[src/rtl/smi_pkg.sv]
// Shared types for the SMI I/Q byte packer: frame states, sync patterns and the word-to-byte map.
package smi_pkg;

    typedef enum logic [2:0] {
        S_IDLE,
        S_B0,
        S_B1,
        S_B2,
        S_B3
    } state_e;

    localparam logic [1:0] I_SYNC = 2'b10;
    localparam logic [1:0] Q_SYNC = 2'b01;

    // Returns {b0,b1,b2,b3}; b0 alone carries MSB=1 so the consumer can find frame starts.
    function automatic logic [31:0] word_to_bytes(input logic [31:0] w);
        return {1'b1, w[16], w[0], w[29:25],
                1'b0, w[24:18],
                1'b0, w[17], w[13:8],
                1'b0, w[7:1]};
    endfunction

    function automatic logic sync_ok(input logic [31:0] w);
        return (w[31:30] == I_SYNC) && (w[15:14] == Q_SYNC);
    endfunction

endpackage

[src/rtl/smi_iq_byte_packer.sv]
// Packs 32-bit RX I/Q words into 4-byte SMI frames with a one-word prefetch.
// Optional SMI_PACKER_TEST_PATTERN_EN adds i_test_mode, replacing FIFO words with a counting pattern.
module smi_iq_byte_packer
    import smi_pkg::*;
#(
    parameter int ERR_CNT_W     = 8,
    parameter bit DROP_BAD_SYNC = 1'b1
) (
    input  logic                 i_sys_clk,
    input  logic                 i_rst,
    input  logic                 i_enable,
    input  logic                 i_fifo_empty,
    output logic                 o_fifo_pull,
    input  logic [31:0]          i_fifo_data,
    output logic [7:0]           o_byte,
    output logic                 o_byte_valid,
    input  logic                 i_byte_ready,
    output logic                 o_word_start,
    output logic                 o_busy,
`ifdef SMI_PACKER_TEST_PATTERN_EN
    input  logic                 i_test_mode,
`endif
    output logic [ERR_CNT_W-1:0] o_sync_err_cnt
);

    state_e                 state_q, state_d;
    logic                   pull_q, pull_d;
    logic                   cap_q;
    logic                   next_valid_q, next_valid_d;
    logic [31:0]            next_q, next_d;
    logic [31:0]            cur_q, cur_d;
    logic [7:0]             byte_q, byte_d;
    logic [ERR_CNT_W-1:0]   err_q, err_d;

    logic                   in_valid;
    logic [31:0]            in_word;
    logic                   in_ok;
    logic                   in_keep;
    logic                   accept;
    logic                   have_word;
    logic                   load;
    logic [31:0]            load_word;
    logic [31:0]            frame_bytes;
    logic                   pull_allowed;

`ifdef SMI_PACKER_TEST_PATTERN_EN
    logic [12:0]            pat_cnt_q;
    logic                   gen_cap;

    // Pattern words appear whenever the prefetch slot is free and no FIFO read is still in flight.
    assign gen_cap      = i_test_mode & i_enable & ~next_valid_q & ~pull_q & ~cap_q;
    assign in_valid     = cap_q | gen_cap;
    assign in_word      = cap_q ? i_fifo_data
                                : {I_SYNC, pat_cnt_q, 1'b0, Q_SYNC, ~pat_cnt_q, 1'b0};
    assign pull_allowed = ~i_test_mode;

    always_ff @(posedge i_sys_clk or posedge i_rst) begin
        if (i_rst) begin
            pat_cnt_q <= '0;
        end else if (gen_cap) begin
            pat_cnt_q <= pat_cnt_q + 13'd1;
        end
    end
`else
    assign in_valid     = cap_q;
    assign in_word      = i_fifo_data;
    assign pull_allowed = 1'b1;
`endif

    assign in_ok     = sync_ok(in_word);
    assign in_keep   = in_valid & (in_ok | ~DROP_BAD_SYNC);
    assign accept    = (state_q != S_IDLE) & i_byte_ready;
    assign have_word = next_valid_q | in_keep;
    // A word arriving on the frame boundary bypasses the prefetch slot so frames run back-to-back.
    assign load      = ((state_q == S_IDLE) | ((state_q == S_B3) & accept)) & have_word;
    assign load_word = next_valid_q ? next_q : in_word;

    always_ff @(posedge i_sys_clk or posedge i_rst) begin
        if (i_rst) begin
            state_q      <= S_IDLE;
            pull_q       <= 1'b0;
            cap_q        <= 1'b0;
            next_valid_q <= 1'b0;
            next_q       <= '0;
            cur_q        <= '0;
            byte_q       <= '0;
            err_q        <= '0;
        end else begin
            state_q      <= state_d;
            pull_q       <= pull_d;
            cap_q        <= pull_q;
            next_valid_q <= next_valid_d;
            next_q       <= next_d;
            cur_q        <= cur_d;
            byte_q       <= byte_d;
            err_q        <= err_d;
        end
    end

    always_comb begin
        state_d = state_q;
        unique case (state_q)
            S_IDLE:  if (have_word) state_d = S_B0;
            S_B0:    if (accept)    state_d = S_B1;
            S_B1:    if (accept)    state_d = S_B2;
            S_B2:    if (accept)    state_d = S_B3;
            S_B3:    if (accept)    state_d = have_word ? S_B0 : S_IDLE;
            default:                state_d = S_IDLE;
        endcase
    end

    always_comb begin
        pull_d       = i_enable & ~i_fifo_empty & ~next_valid_q & ~pull_q & ~cap_q & pull_allowed;
        cur_d        = load ? load_word : cur_q;
        next_d       = next_q;
        next_valid_d = next_valid_q;
        if (load && next_valid_q) begin
            next_valid_d = 1'b0;
        end
        if (in_keep && !(load && !next_valid_q)) begin
            next_d       = in_word;
            next_valid_d = 1'b1;
        end
        err_d = err_q;
        if (in_valid && !in_ok && (err_q != {ERR_CNT_W{1'b1}})) begin
            err_d = err_q + 1'b1;
        end
    end

    always_comb begin
        frame_bytes = word_to_bytes(load ? load_word : cur_q);
        byte_d      = 8'h00;
        unique case (state_d)
            S_B0:    byte_d = frame_bytes[31:24];
            S_B1:    byte_d = frame_bytes[23:16];
            S_B2:    byte_d = frame_bytes[15:8];
            S_B3:    byte_d = frame_bytes[7:0];
            default: byte_d = 8'h00;
        endcase
    end

    assign o_fifo_pull    = pull_q;
    assign o_byte         = byte_q;
    assign o_byte_valid   = (state_q != S_IDLE);
    assign o_word_start   = (state_q == S_B0);
    assign o_busy         = (state_q != S_IDLE) | next_valid_q | pull_q | cap_q;
    assign o_sync_err_cnt = err_q;

endmodule

[config.mk]
export PLATFORM = sky130hd
export DESIGN_NAME = smi_iq_byte_packer
export DESIGN_NICKNAME = d
export VERILOG_FILES = /design/src/rtl/smi_pkg.sv /design/src/rtl/smi_iq_byte_packer.sv
export SDC_FILE = /design/constraint.sdc
export NUM_CORES = 1
export LEC_CHECK = 0
export BUFFER_PORTS_ARGS = -buffer_cell sky130_fd_sc_hd__buf_2
export CAP_MARGIN = 5
export CORE_ASPECT_RATIO = 2
export CORE_MARGIN = 2
export CORE_UTILIZATION = 45
export CTS_CLUSTER_DIAMETER = 50
export CTS_CLUSTER_SIZE = 14
export DETAILED_ROUTE_END_ITERATION = 8
export PLACE_DENSITY_LB_ADDON = 0.25
export SLEW_MARGIN = 20
export SYNTH_ARGS = -nofsm -noshare
export SYNTH_HDL_FRONTEND = slang
export SYNTH_SLANG_ARGS = --single-unit
[constraint.sdc]
create_clock -name i_sys_clk -period 3.1 [get_ports i_sys_clk]
set_input_delay 0.31 -clock i_sys_clk [delete_from_list [all_inputs] [get_ports i_sys_clk]]
set_output_delay 0.31 -clock i_sys_clk [all_outputs]
set_load 0.03 [all_outputs]
==> results of run 1 <==
-- cells by family after synthesis --
| family | after synthesis | share of synthesized area, % |
|---|---|---|
| compound gates | 78 | 15.2 |
| xor+xnor | 9 | 2.09 |
| fa+ha+maj | 1 | 0.332 |
| buf+inv | 23 | 4.28 |
| flops | 78 | 51.8 |
| mux | 49 | 14.9 |
| simple gates | 77 | 11.4 |
-- layout by cell type, fill, tap and decap left out, drive strengths merged, types with 2 or more instances in the layout --
cell,count
a22oi,7
a2bb2oi,3
clkbuf,13
a21oi,10
xor2,7
nand2,32
mux2,29
nor4b,2
inv,2
o211ai,2
o31ai,2
buf,61
o2bb2ai,4
nor3,3
nand4,2
dfrtp,78
xnor2,2
or3,2
o21ai,26
mux2i,20
nor2,15
o22ai,14
nand2b,2
nand4b,3
a21o,3
clkinv,3
o221a,4
nand3,9
-- critical path, cell delays in order (launching register included) --
cell and delay, ns:
dfrtp_1 0.61, or3_1 0.41, or3_1 0.30, buf_2 0.18
-- metal layers --
| layer | wire (um) | GRT usage, % | up-vias |
|---|---|---|---|
| met3 | 300 | 4.22 | 12 |
| li1 | - | - | 1254 |
| met2 | 4500 | 34.5 | 64 |
| met4 | 221 | 9.04 | 0 |
| met5 | 0 | 0 | - |
| met1 | 3110 | 20.7 | 1298 |
-- Yosys cell counts (all sizes together), types with 2 or more instances --
cell type,count
a21o,3
a21oi,10
a22oi,7
a2bb2oi,3
buf,16
clkbuf,3
dfrtp,78
inv,3
mux2,29
mux2i,20
nand2,32
nand2b,2
nand3,9
nand4,2
nand4b,3
nor2,15
nor3,3
nor4b,2
o211ai,2
o21ai,26
o221a,4
o22ai,14
o2bb2ai,4
o31ai,2
or3,2
xnor2,2
xor2,7
-- per-stage QoR --
step / power, mW / hold slack [ns] / area, sq um / setup slack, ns
6_report: 3.55 / 0.0767 / 4370 / 0.953
5_1_grt: 3.74 / 0.129 / 4370 / 0.837
4_1_cts: 3.58 / 0.116 / 4370 / 0.933
3_5_place_dp: 2.50 / 0.455 / 4070 / 1.07
3_3_place_gp: 2.47 / 0.454 / 4070 / 1.10
2_1_floorplan: 2.26 / 0.381 / 3770 / 0.795
-- power groups by stage --
| stage | combinational [mW] | clock [mW] | sequential, mW |
|---|---|---|---|
| 2_1_floorplan | 0.684 | 0 | 1.58 |
| 3_3_place_gp | 0.935 | 0 | 1.54 |
| 3_5_place_dp | 0.951 | 0 | 1.55 |
| 4_1_cts | 0.955 | 1.09 | 1.54 |
| 5_1_grt | 1.03 | 1.14 | 1.57 |
| 6_report | 0.943 | 1.07 | 1.53 |
-- flip-flops by register name, indices dropped and copies added, names as in the netlist --
signal and cells:
cur_q 28, next_q 28, cap_q 1, o_sync_err_cnt 8, o_fifo_pull 1, state_q 3, next_valid_q 1, o_byte 8
-- area by class of cell --
class                           instances  area share (%)
Sequential cell                        78            44.7
Multi-Input combinational cell        214            37.9
Timing Repair Buffer                   61            7.28
Clock buffer                           13            5.96
Tap cell                               98            2.81
Clock inverter                          3           0.974
Inverter                                4           0.372
-- worst paths after layout --
path                                    endpoint  slack, ns  cells after the start
max                                       o_busy       0.95                      3
min                        o_fifo_pull$_DFF_PP0_       0.08                      2
max reg2reg                next_q[6]$_DFFE_PP0P_       1.08                      5
min reg2reg                      cap_q$_DFF_PP0_       0.47                      0
max in group asynchronous    cur_q[16]$_DFF_PP0_       2.28                      3
min in group i_sys_clk     o_fifo_pull$_DFF_PP0_       0.12                      2
==> metrics.md, run 1 <==
| Metric | Value |
|---|---|
| Outcome | complete, no violations |
| Htree depth | 3 |
| CTS Hold Bufs | 0 |
| Clk_lat worst skew | around 0.34 ns |
| Ys flop type | dfrtp_1 |
| Seq. cell area | 1950 sq um |
| Row cnt | 47 |
| Reg2reg start | state_q[1]$_DFF_PP0_ |
| Kind of critical path | reg2out |
| Peak VDD IR | approximately 0.36 mV |
| Vias per inst | 5.58 |
| Ratio of cells with drive above 1 in the final layout | around 34% |
| Reg clk slew, reported paths | approximately 0.06 ns |
| Unrepaired setup endpoints after global routing | no |
| Synth warn | 0 |
| Leak | 2.05 nW |
| Crit-path max FO | 14 |
| Clk pwr share | a little under a third |
| Switching fraction of total power | 33.9% |
| TritonCTS Buffers | 9 |
| CTS tree | yes |
| Combinational Power Share | 26.6% |
| Gr usage total | between 15 and 20% |
| Crit path time final | 2.15 ns |
| Area growth, synth to finish | 15.9% |
| Endpoints failing setup | 0 |
| Req. time, crit path | 2.79 ns |
| Share of the synthesized area in the top cell type | ~52% |
| Initial antenna violation count | 0 |
| Post-CTS sizing | 0 |
| Worst Tran Pin Value | 0.797 ns |
| Routed Antenna Nets | 0 |
| Total nets after synthesis | 353 |
| # fillers | 758 |
| Ant. Diodes | 0 |
| Hold Vio Cnt, Final | 0 |
| Layout Nets | 406 |
| Post-CTS Setup Inserts | 0 |
| Final Core Density | around 53% |
| Leading area contributor after synthesis | dfrtp_1 |
| #FFs+latches synth | 78 |
| Full die area | 9170 sq um |
| Grt ovf | 0 |
| CP startpoint kind | register |
| Worst setup path start | state_q[1]$_DFF_PP0_ |
| Max Buffers Root-to-Sink | 2 |
| Clk sinks | 78 |
| Post-synth cell types | between 50 and 60 |
| Peak Freq | 0.466 GHz |
| Multi-input gate area | 1660 sq um |
| Clock Skew | 0.00686 ns |
| Pin count of the biggest net entering global routing | 47 |
| DR vias | 2628 |
| Ratio of total power to cell area | 813 nW/um^2 |
| Flop pwr share | 43.2% |
| Syn_area_per_cell | 12.0 sq um |
| Setup crit end kind | primary output |
| Register area share after synthesis | roughly 52% |
| Maximum Capacitance Violations | 0 |
| Inst Count DP | about 460 |
| GP Congestion | slightly below 0.8 |
| Slew Viols, Final | 0 |
| Starting Density | between 40% and 50% |
| Non-Filler Instances | 471 |
| Die width | roughly 70 um |
| Detail Placement HPWL | 5.81 mm |
| Drt wl/cell | between 15 and 20 um |
| IO Port Bufs | 56 |
| Core area | 8230 sq um |
| Initial DRC Count | 201 |
| Post-Route Setup TNS | 0 ns |
| Post-Synthesis Cells | 315 |
| Switching pwr | 1.20 mW |
| Cell-internal power | ~2.3 mW |
| I/O Pins | 57 |
| Drt pass-1 iters | 4 |
| Synth async-reset ratio | 100% |
| Clock root cell | clkbuf_16 |
| Number of synthesized flops with an enable pin | 0 |
| Synth top area cells | dfrtp_1 52%, mux2_2 6.0%, mux2i_1 5.3% |
| Die Height | 133 um |
| First-pass GRT wire length | 12.9 mm |
| Tightest Hold Check Type | in2async |
| Drt total wl | 8.14 mm |
| Crit path DAT | 1.84 ns |
| DRC viols | 0 |
| Period Utilization, post-route | 69.3% |
| Slew margin rel. | 46.9% |
| Vias in the first global route | 2651 |
| Mapped Area | 3770 sq um |
Note: power is estimated with default switching activity, not from simulation.
==> inputs of run 2 (changes only) <==
clock period = 1.7 ns   (was 3.1 ns; I/O delays follow)
==> metrics.md, run 2 (synthesized netlist as in run 1, its figures left out) <==
| Metric | Value |
|---|---|
| Finished Cell Area | 4770 sq um |
| Period Utilization, post-route | 104% |
| Die Height | around 130 um |
| I/O Pins | 57 |
| Max Buffers Root-to-Sink | 2 |
| Pin count of the biggest net entering global routing | 69 |
| Commonest cells after routing, fill and taps aside | 75 x dfrtp_1, 54 x buf_2, 31 x nand2_1 |
| Most common cell after layout, fill and taps aside | dfrtp_1 |
| Inst Count DP | about 470 |
| Unrepaired setup endpoints after global routing | yes |
| Fin Hold WS | 0.0777 ns |
| Post-Route Setup TNS | -0.0606 ns |
| Req. time, crit path | 1.53 ns |
| Ratio of total power to cell area | 1450 nW/um^2 |
| GP Congestion | 0.795 |
| Buf/Inv on CP | 1 |
| Crit-path max FO | 2 |
| Clk sinks | around 80 |
| Worst Tran Pin Value | 0.467 ns |
| Maximum Capacitance Violations | 0 |
| Slew margin rel. | 68.8% |
| Hold Vio Cnt, Final | 0 |
| Initial antenna violation count | 0 |
| Reg2reg start | state_q[0]$_DFF_PP0_ |
| Post-Place Setup Slack | 0.0404 ns |
| Routed Antenna Nets | 0 |
| Detail Placement HPWL | about 6.0 mm |
| Row cnt | 47 |
| TritonCTS Buffers | 9 |
| Outcome | finished with violations |
| Crit path DAT | 1.59 ns |
| Ratio of cells with drive above 1 in the final layout | 40.0% |
| Grt ovf | 0 |
| Area growth, synth to finish | 26.4% |
| Htree depth | 3 |
| Slew Viols, Final | 0 |
| Non-Filler Instances | 500 |
| CTS tree | yes |
| Leak | 2.26 nW |
| Worst stage delay on the critical path | 0.40 ns |
| Gr usage total | 19.9% |
| Setup crit end kind | primary output |
| Drt total wl | slightly below 9 mm |
| Most frequent CP cell | or3_4 |
| Drt wl/cell | 17.6 um |
| DRC viols | 0 |
| First-pass GRT wire length | between 10 and 15 mm |
| Min-delay src | i_fifo_data[10] |
| Placed inst area | ~4200 sq um |
| Clk_lat worst skew | 0.34 ns |
| Vias per inst | 5.50 |
| Drt pass-1 iters | 4 |
| Peak VDD IR | 0.654 mV |
| Tightest Hold Check Type | in2reg |
| Clock root cell | clkbuf_16 |
| Reg clk slew, reported paths | 0.06 ns |
| Cells along the critical path | or3_4 -> or3_4 -> buf_6 |
| Full die area | 9170 sq um |
| Core area | 8230 sq um |
| Peak Freq | 0.568 GHz |
| DR vias | 2749 |
| Largest regs | cur_q (28), next_q (28) |
| Failing checks | setup timing |
| Worst path top cell family by delay | simple AND/OR/NAND/NOR gates |
| Vias in the first global route | 2787 |
| Clock Skew | 0.00594 ns |
| Crit path time final | roughly 1.8 ns |
| Critical path's slowest cell | dfrtp_2 |
| Fin worst setup slack | -0.0606 ns |
| Starting Density | 45.8% |
| Die width | 68.7 um |
| Initial DRC Count | 217 |
| IO Port Bufs | 56 |
| Worst setup path start | state_q[0]$_DFF_PP0_ |
| Endpoints failing setup | 1 |
| Layout Nets | between 400 and 500 |
| Ant. Diodes | 0 |
| CP startpoint kind | register |
| Kind of critical path | reg2out |
[run 2: cell types whose count changed in the layout (fill, tap and decap cells not counted), sizes merged]
cell         previous run  this run
dlygate4sd3             0         2
bufinv                  1         2
clkinv                  3         2
clkbuf                 13        14
buf                    61        87
[run 2: metrics by stage]
stage / util [%] / power, mW
2_1_floorplan: - / 4.15
3_3_place_gp: 51.4 / 4.69
3_5_place_dp: 51.4 / 4.76
4_1_cts: 56.2 / 6.91
5_1_grt: 57.9 / 7.28
6_report: 57.9 / 6.92
[run 2: worst paths after layout]
check | slack, ns | cells past startpoint | end
max | -0.06 | 3 | o_busy
min | 0.08 | 2 | next_q[10]$_DFFE_PP0P_
max reg2reg | 0 | 7 | next_q[21]$_DFFE_PP0P_
min reg2reg | 0.43 | 0 | cap_q$_DFF_PP0_
max in group asynchronous | 0.71 | 4 | state_q[0]$_DFF_PP0_
min in group asynchronous | 0.33 | 3 | next_q[17]$_DFFE_PP0P_
[run 2: area by class of cell]
class	count	area (sq um)
multi-input cells	214	1690
clock buffers	12	246
flip-flops and latches	78	1960
inverters	4	18.8
repair buffers	91	662
fillers	724	3470
clock inverters	3	68.8
well taps	98	123
[run 2: per-layer routing]
metal	global-route usage, %	share of wire (%)	vias up
met1	21.1	38	1348
li1	-	-	1316
met5	0	0	-
met2	35.6	56	68
met4	8.28	2.5	0
met3	5.15	3.3	17
[run 2: worst reg2reg max path: stages (launching register included)]
cell	delay (ns)
dfrtp_2	0.40
buf_4	0.16
nor2_8	0.12
nand2_4	0.07
o211ai_4	0.19
buf_12	0.16
clkbuf_16	0.16
mux2_2	0.33
[run 2: what timing repair did]
action | 4_1_cts | 5_1_grt
pin swaps | 1 | 1
endpoints found under the setup margin | 3 | 23
endpoints found under the hold margin | 11 | 0
hold buffers | 2 | 0
resized for setup | 8 | 9
setup buffers | 5 | 4
cloned | 0 | 3
[run 2: power breakdown]
group	leakage (nW)	total [mW]	internal (mW)	switching, mW
logic	1.06	2.19	0.975	1.22
registers	1.05	2.69	2.35	0.335
clock network	0.153	2.04	1.32	0.718
==> inputs of run 3 (changes only) <==
CAP_MARGIN = default   (was 5)
HOLD_SLACK_MARGIN = 0.12   (was default)
SKIP_CTS_REPAIR_TIMING = 1   (was default)
==> metrics.md, run 3 (synthesized netlist as in run 1, its figures left out) <==
| Metric | Value |
|---|---|
| Starting Density | between 40% and 50% |
| TritonCTS Buffers | 9 |
| Die width | 68.7 um |
| Routed Antenna Nets | 0 |
| Tightest Hold Check Type | in2reg |
| Htree depth | 3 |
| Most common cell after layout, fill and taps aside | dfrtp_1 |
| Finished Cell Area | 5020 sq um |
| Drt wl/cell | approximately 17 um |
| CTS tree | yes |
| Clock root cell | clkbuf_16 |
| Core area | 8230 sq um |
| Peak VDD IR | 0.671 mV |
| Final Core Density | between 60 and 70% |
| Fin Hold WS | 0.157 ns |
| Row cnt | 47 |
| Most frequent CP cell | or3_4 |
| Vias in the first global route | roughly 2.8k |
| Outcome | finished with violations |
| Largest regs | cur_q (28), next_q (28) |
| Kind of critical path | reg2out |
| Worst stage delay on the critical path | 0.41 ns |
| CP startpoint kind | register |
| DR vias | 2855 |
| Worst Tran Pin Value | 0.472 ns |
| Ant. Diodes | 0 |
| Slew Viols, Final | 0 |
| GP Congestion | 0.795 |
| Worst path top cell family by delay | simple AND/OR/NAND/NOR gates |
| Maximum Capacitance Violations | 0 |
| # fillers | 698 |
| Endpoints failing setup | 8 |
| Ratio of total power to cell area | 1390 nW/um^2 |
| Die Height | 133 um |
| Initial DRC Count | ~150 |
| Critical path's slowest cell | dfrtp_2 |
| Hold Vio Cnt, Final | 0 |
| Cells along the critical path | or3_4 -> or3_4 -> buf_6 |
| Non-Filler Instances | 527 |
| Initial antenna violation count | 0 |
| Grt ovf | 0 |
| Crit path DAT | 1.60 ns |
| Setup crit end kind | primary output |
| Leak | 2.36 nW |
| Gr usage total | 19.8% |
| Peak Freq | 0.564 GHz |
| Pin count of the biggest net entering global routing | 69 |
| Max Buffers Root-to-Sink | 2 |
| Clk_lat worst skew | 0.33 ns |
| Req. time, crit path | roughly 1.5 ns |
| Reg clk slew, reported paths | 0.05 ns |
| Ratio of cells with drive above 1 in the final layout | 37.1% |
| Slew margin rel. | 68.5% |
| DRC viols | 0 |
| Placed inst area | ~4200 sq um |
| Unrepaired setup endpoints after global routing | yes |
| Buf/Inv on CP | 1 |
| Clk sinks | 78 |
| Area growth, synth to finish | 33.2% |
| Inst Count DP | around 470 |
| Vias per inst | 5.42 |
| Fin worst setup slack | -0.0742 ns |
| Commonest cells after routing, fill and taps aside | 74 x dfrtp_1, 55 x buf_2, 31 x nand2_1, 31 x dlygate4sd3_1, 24 x buf_4 |
| Crit path time final | 1.77 ns |
| IO Port Bufs | 56 |
| I/O Pins | 57 |
| Detail Placement HPWL | 6.00 mm |
| Period Utilization, post-route | 104% |
| Drt pass-1 iters | 5 |
| Full die area | 9170 sq um |
| Failing checks | setup timing |
| Crit-path max FO | 3 |
| Drt total wl | 8.90 mm |
| First-pass GRT wire length | ~13 mm |
| Clock Skew | slightly below 0.007 ns |
| Layout Nets | 463 |
## run 3: cell type report
cell class / count / area, sq um / area share (%)
repair buffers: 118 / 918 / 18.3
multi-input cells: 214 / 1690 / 33.6
clock buffers: 12 / 246 / 4.91
inverters: 4 / 18.8 / 0.374
well taps: 98 / 123 / 2.44
clock inverters: 3 / 68.8 / 1.37
flip-flops and latches: 78 / 1960 / 39.0
## run 3: routing by layer
layer / vias up / track usage, % / wire (um)
li1: 1373 / - / -
met1: 1393 / 21.3 / 3370
met2: 71 / 35.0 / 5020
met3: 18 / 5.15 / 283
met4: 0 / 8.50 / 226
met5: - / 0 / 0
## run 3: final timing paths
kind	startpoint	end	slack [ns]	cells after the start
worst max-delay path	state_q[0]$_DFF_PP0_	o_busy	-0.07	3
worst min-delay path	i_byte_ready	o_byte[7]$_DFF_PP0_	0.16	2
max in group asynchronous	i_rst	state_q[2]$_DFF_PP0_	0.70	4
min in group asynchronous	i_rst	next_q[20]$_DFFE_PP0P_	0.34	3
worst min register to register	o_fifo_pull$_DFF_PP0_	cap_q$_DFF_PP0_	0.44	0
worst max register to register	state_q[0]$_DFF_PP0_	next_q[11]$_DFFE_PP0P_	-0.02	7
## run 3: where the power goes
group	leakage (nW)	switching [mW]	internal (mW)
logic	1.17	1.21	1.02
clock network	0.153	0.711	1.32
registers	1.05	0.351	2.36
total	2.36	2.27	4.70
## run 3: per-stage QoR
| stage | total power, mW | TNS [ns] | setup slack, ns |
|---|---|---|---|
| 3_5_place_dp | 4.76 | 0 | 0.0404 |
| 6_report | 6.97 | -0.234 | -0.0742 |
| 2_1_floorplan | 4.15 | 0 | 0.0169 |
| 3_3_place_gp | 4.69 | 0 | 0.0948 |
| 4_1_cts | 6.81 | -0.400 | -0.206 |
| 5_1_grt | 7.33 | -0.979 | -0.106 |
